--- src/rtl/fn_scan_ctrl.sv ---
// Truth-table scanner: steps vec through all 2^N_IN codes, waits SETTLE cycles, captures f.
// Optional 16-bit MISR over the captured words when FN_SCAN_MISR_EN is defined.
module fn_scan_ctrl #(
   parameter int N_IN   = 5,
   parameter int N_OUT  = 4,
   parameter int SETTLE = 2
) (
   input  logic             clk,
   input  logic             rst,
   input  logic             start,
   input  logic             abort,
   output logic [N_IN-1:0]  vec,
   input  logic [N_OUT-1:0] f,
   output logic             busy,
   output logic             done,
   output logic             valid,
   input  logic [N_IN-1:0]  rd_addr,
   output logic [N_OUT-1:0] rd_data,
   output logic [15:0]      sig
);

   localparam int              DEPTH     = 1 << N_IN;
   localparam logic [N_IN-1:0] LAST_VEC  = '1;
   localparam logic [3:0]      WAIT_LAST = 4'(SETTLE - 1);

   typedef enum logic [1:0] {IDLE, DRIVE, SAMPLE, DONE} state_t;

   state_t            state_reg, state_next;
   logic [N_IN-1:0]   vec_reg, vec_next;
   logic [3:0]        wait_reg, wait_next;
   logic              valid_reg, valid_next;
   logic              mem_we;
   logic [N_OUT-1:0]  mem [DEPTH];

   // An abort landing on the SAMPLE edge suppresses the capture.
   assign mem_we = (state_reg == SAMPLE) && !abort;

   always_ff @(posedge clk or posedge rst) begin
      if (rst) begin
         state_reg <= IDLE;
         vec_reg   <= '0;
         wait_reg  <= '0;
         valid_reg <= 1'b0;
      end else begin
         state_reg <= state_next;
         vec_reg   <= vec_next;
         wait_reg  <= wait_next;
         valid_reg <= valid_next;
      end
   end

   always_comb begin
      state_next = state_reg;
      vec_next   = vec_reg;
      wait_next  = wait_reg;
      valid_next = valid_reg;
      if (abort && state_reg != IDLE) begin
         state_next = IDLE;
         vec_next   = '0;
         wait_next  = '0;
         valid_next = 1'b0;
      end else begin
         case (state_reg)
            IDLE: begin
               if (start && !abort) begin
                  state_next = DRIVE;
                  vec_next   = '0;
                  wait_next  = '0;
                  valid_next = 1'b0;
               end
            end
            DRIVE: begin
               wait_next = wait_reg + 4'd1;
               if (wait_reg == WAIT_LAST) state_next = SAMPLE;
            end
            SAMPLE: begin
               wait_next = '0;
               if (vec_reg == LAST_VEC) begin
                  state_next = DONE;
                  vec_next   = '0;
                  valid_next = 1'b1;
               end else begin
                  state_next = DRIVE;
                  vec_next   = vec_reg + N_IN'(1);
               end
            end
            DONE: begin
               state_next = IDLE;
               vec_next   = '0;
            end
            default: state_next = IDLE;
         endcase
      end
   end

   // Table store has no reset so it maps onto block RAM; read is registered.
   always_ff @(posedge clk) begin
      if (mem_we) mem[vec_reg] <= f;
   end

   always_ff @(posedge clk or posedge rst) begin
      if (rst) rd_data <= '0;
      else     rd_data <= mem[rd_addr];
   end

`ifdef FN_SCAN_MISR_EN
   logic        seed;
   logic [15:0] sig_reg, sig_next;

   assign seed = (state_reg == IDLE) && start && !abort;

   always_comb begin
      sig_next = sig_reg;
      if (seed)
         sig_next = 16'hFFFF;
      else if (mem_we)
         sig_next = {sig_reg[14:0], 1'b0} ^ (sig_reg[15] ? 16'h1021 : 16'h0000)
                    ^ {{(16-N_OUT){1'b0}}, f};
   end

   always_ff @(posedge clk or posedge rst) begin
      if (rst) sig_reg <= 16'hFFFF;
      else     sig_reg <= sig_next;
   end

   assign sig = sig_reg;
`else
   assign sig = 16'h0000;
`endif

   assign vec   = vec_reg;
   assign valid = valid_reg;
   assign busy  = (state_reg == DRIVE) || (state_reg == SAMPLE);
   assign done  = (state_reg == DONE);

endmodule

--- config.mk ---
export PLATFORM = sky130hd
export DESIGN_NAME = fn_scan_ctrl
export DESIGN_NICKNAME = d
export VERILOG_FILES = /design/src/rtl/fn_scan_ctrl.sv
export SDC_FILE = /design/constraint.sdc
export NUM_CORES = 1
export LEC_CHECK = 0
export CAP_MARGIN = 20
export CORE_AREA = 2 2 160 162
export DETAILED_ROUTE_END_ITERATION = 10
export DIE_AREA = 0 0 162 164
export SETUP_SLACK_MARGIN = 0.1
export SYNTH_ARGS = -nofsm -noshare
export SYNTH_HDL_FRONTEND = slang
export SYNTH_SLANG_ARGS = --single-unit
--- constraint.sdc ---
create_clock -name clk -period 2.6 [get_ports clk]
set_clock_uncertainty 0.2 [all_clocks]
set_input_delay 0.78 -clock clk [delete_from_list [all_inputs] [get_ports clk]]
set_output_delay 0.78 -clock clk [all_outputs]
set_load 0.01 [all_outputs]
==> impl_results.md <==
* Status: finished clean
* Die Y at 164 µm
* Hold slack at approximately 330 ps
* Clk sinks at 144
* Startpoint types: flop
* Max-slew violation count at 0
* Int Pwr at 4510 µW
* Layout Area Growth over Synthesis at 26.9%
* Sw Share at 24.5%
* Final ANT Viol Nets at 0
* Worst Hold Class: flop to flop
* Maximum buffer depth of the clock tree at 2
* Final wirelength at 13.4 mm
* Setup TNS Final at 0 ps
* DIE WIDTH at between 150 and 200 µm
* Share of the clock period used by the worst path at 93.3%
* Area of the core at 0.0248 mm²
* DR vias at 3289
* Post-route DRC violation count at 0
* Net Switching at 1470 µW
* Synth Register Bits at about 140
* Maximum vdd drop at 0.443 mV
* FF-to-FF Start: state_reg[0]
* Critical Path Start: state_reg[0]
* CP Max Fanout at 3
* Pwr/cell area at between 700 and 800 mW/mm²
* Netlist cell types at 41
* Number of buffers created by CTS at 17
* Fmax at a little over 0.4 GHz
* Hold Fails Final Rpt at 0
* Final GP Congestion at 0.775
* Number of detailed-route iterations in the first pass at 7
* R2R depth at 7
* Initial Utilization at 24.6%
* Initial DRC count at 320
* Clock Root Buffer: clkbuf_16
* Clk pwr share at a little over two fifths
* Synth area leader: edfxtp_1
* Port Buffers at 24
* Worst setup path class: flop to output pin
* Io pins at 41
* Hold path startpoint: valid
* Cell Rows at 58
* Critical Path RT at 1620 ps
* Seq/Total Area, Yosys at 69.6%
* Hold-fix buffers, CTS at 0
* Hold path depth at 2
* Grt total ovfl at 0
* Top cell type's share of synthesized area at between 60% and 70%
* Yosys warns at 0
* Routed wire length per instance at 17.4 µm
* Largest net degree at the start of global routing at 33
* Unrepaired setup endpoints after global routing: false
* Nets at 451
* Latest clock arrival within the worst-skew pair at 410 ps
* Detail Placement HPWL at 8.83 mm
* H-tree levels at 4
* Comb power frac at 14.4%
* Leak at 0.00268 µW
* Full die area at 0.0266 mm²
* N_diodes at 0
* CTS tree: done
* Worst-path clk slew at 60 ps
* Gate Count Post-Synth at 338
* Tot Pwr at 5980 µW
* Crit end category: output pin
* Gr usage total at 10.9%
* Setup violators final at 0
* Worst Path Arrival at 1450 ps
* Max reg flops at about 130
* Reg power frac at a little over two fifths
* Vias in the first global route at 3388
* Vias/cell at 4.27
* Layout cells sized above 1 at 32.5%
* Mapped cell area at approximately 0.006 mm²
* Max cap viols at 0
* Initial antenna violation count at 0
* Synth top area cells: edfxtp_1 (63%), mux4_2 (15%), dfrtp_1 (6.6%)
* First-pass GRT wire length at 21.0 mm
* Post-layout min period at 2430 ps
* Syn_area_per_cell at 18.0 µm²
per-layer routing:
layer | global-route usage, % | wire length (µm) | vias up
li1 | - | - | 1482
met1 | 15.2 | 5930 | 1667
met2 | 16.6 | 6280 | 128
met3 | 3.33 | 1060 | 12
met4 | 2.53 | 123 | 0
met5 | 0 | 0 | -
Yosys cell counts:
cell,number
edfxtp_1,128
mux4_2,40
nor2_1,36
buf_4,16
dfrtp_1,16
ha_1,11
inv_1,11
nand2_1,9
nand3_1,7
clkbuf_1,6
a21oi_1,5
mux2_2,5
buf_1,4
nand3b_1,4
o21ai_0,4
buf_6,3
or3_1,3
or3b_2,3
a21o_1,2
a31oi_1,2
nand2b_1,2
o2bb2ai_1,2
a21bo_2,1
a221oi_1,1
a22o_1,1
a2bb2oi_1,1
a311oi_1,1
a32oi_1,1
and2_1,1
and3_1,1
buf_2,1
conb_1,1
nand4_1,1
nand4b_1,1
nor2b_1,1
nor3_1,1
nor4_1,1
o2111a_1,1
o211ai_1,1
o31ai_1,1
xnor2_1,1
cell usage in the layout (no fill, tap or decap), types with 5 or more instances in the layout:
cell,instances
edfxtp_1,128
buf_4,57
mux4_2,40
nor2_1,36
clkdlybuf4s50_1,19
clkbuf_16,17
conb_1,16
dfrtp_1,14
inv_1,11
ha_1,11
nand2_1,9
nand3_1,7
mux2_2,5
a21oi_1,5
final timing paths:
kind | end | slack, ps
min in group asynchronous | wait_reg[1] | 490
setup / recovery | done | 170
setup reg to reg | mem[10][2] | 550
max in group asynchronous | vec[0] | 1490
hold / removal | valid | 330
hold reg to reg | valid | 330
final cells by class:
type / instances / area (µm²)
fillers: 2414 / 17100
flip-flops and latches: 144 / 4250
multi-input cells: 168 / 1670
repair buffers: 85 / 754
clock buffers: 18 / 429
well taps: 330 / 413
clock inverters: 14 / 180
inverters: 11 / 41.3
per-stage QoR:
| stage | util, % | instance area, µm² | setup slack, ps | cells |
|---|---|---|---|---|
| 6_report | 31.2 | 7730 | 173 | 770 |
| 5_1_grt | 31.2 | 7730 | 113 | 770 |
| 4_1_cts | 31.2 | 7730 | 116 | 770 |
| 3_5_place_dp | 28.4 | 7050 | -423 | 732 |
| 3_3_place_gp | 28.4 | 7050 | -422 | 732 |
| 2_1_floorplan | - | 6190 | 62.2 | 353 |
repair_timing:
action,in CTS,in global routing
resized for setup,4,2
endpoints found under the setup margin,7,2
setup buffers,5,0
cloned,1,0
critical path, stage by stage, from the launching register on:
cell           delay [ps]
dfrtp_1               390
buf_4                 140
ha_1                  210
dlygate4sd2_1         290
logic make-up (layout without fill, tap and decap cells):
kind of cell             Yosys count  in the layout  share of synthesized area (%)
AO/OA/AOI/OAI                     24             24                           2.79
XOR/XNOR                           1              1                          0.144
adder cells (fa/ha/maj)           11             11                           2.26
buffers and inverters             41            128                           3.90
flip-flops                       144            144                           69.6
multiplexers                      45             45                           15.7
other                              1             16                         0.0615
AND/OR/NAND/NOR                   71             71                           5.52
power groups by stage:
| stage | combinational (µW) | sequential (µW) | clock [µW] |
|---|---|---|---|
| 3_3_place_gp | 795 | 2680 | 0 |
| 3_5_place_dp | 814 | 2680 | 0 |
| 5_1_grt | 950 | 2630 | 2660 |
| 2_1_floorplan | 506 | 2680 | 0 |
| 6_report | 858 | 2620 | 2500 |
| 4_1_cts | 864 | 2620 | 2550 |
(Power assumes the default switching activity.)
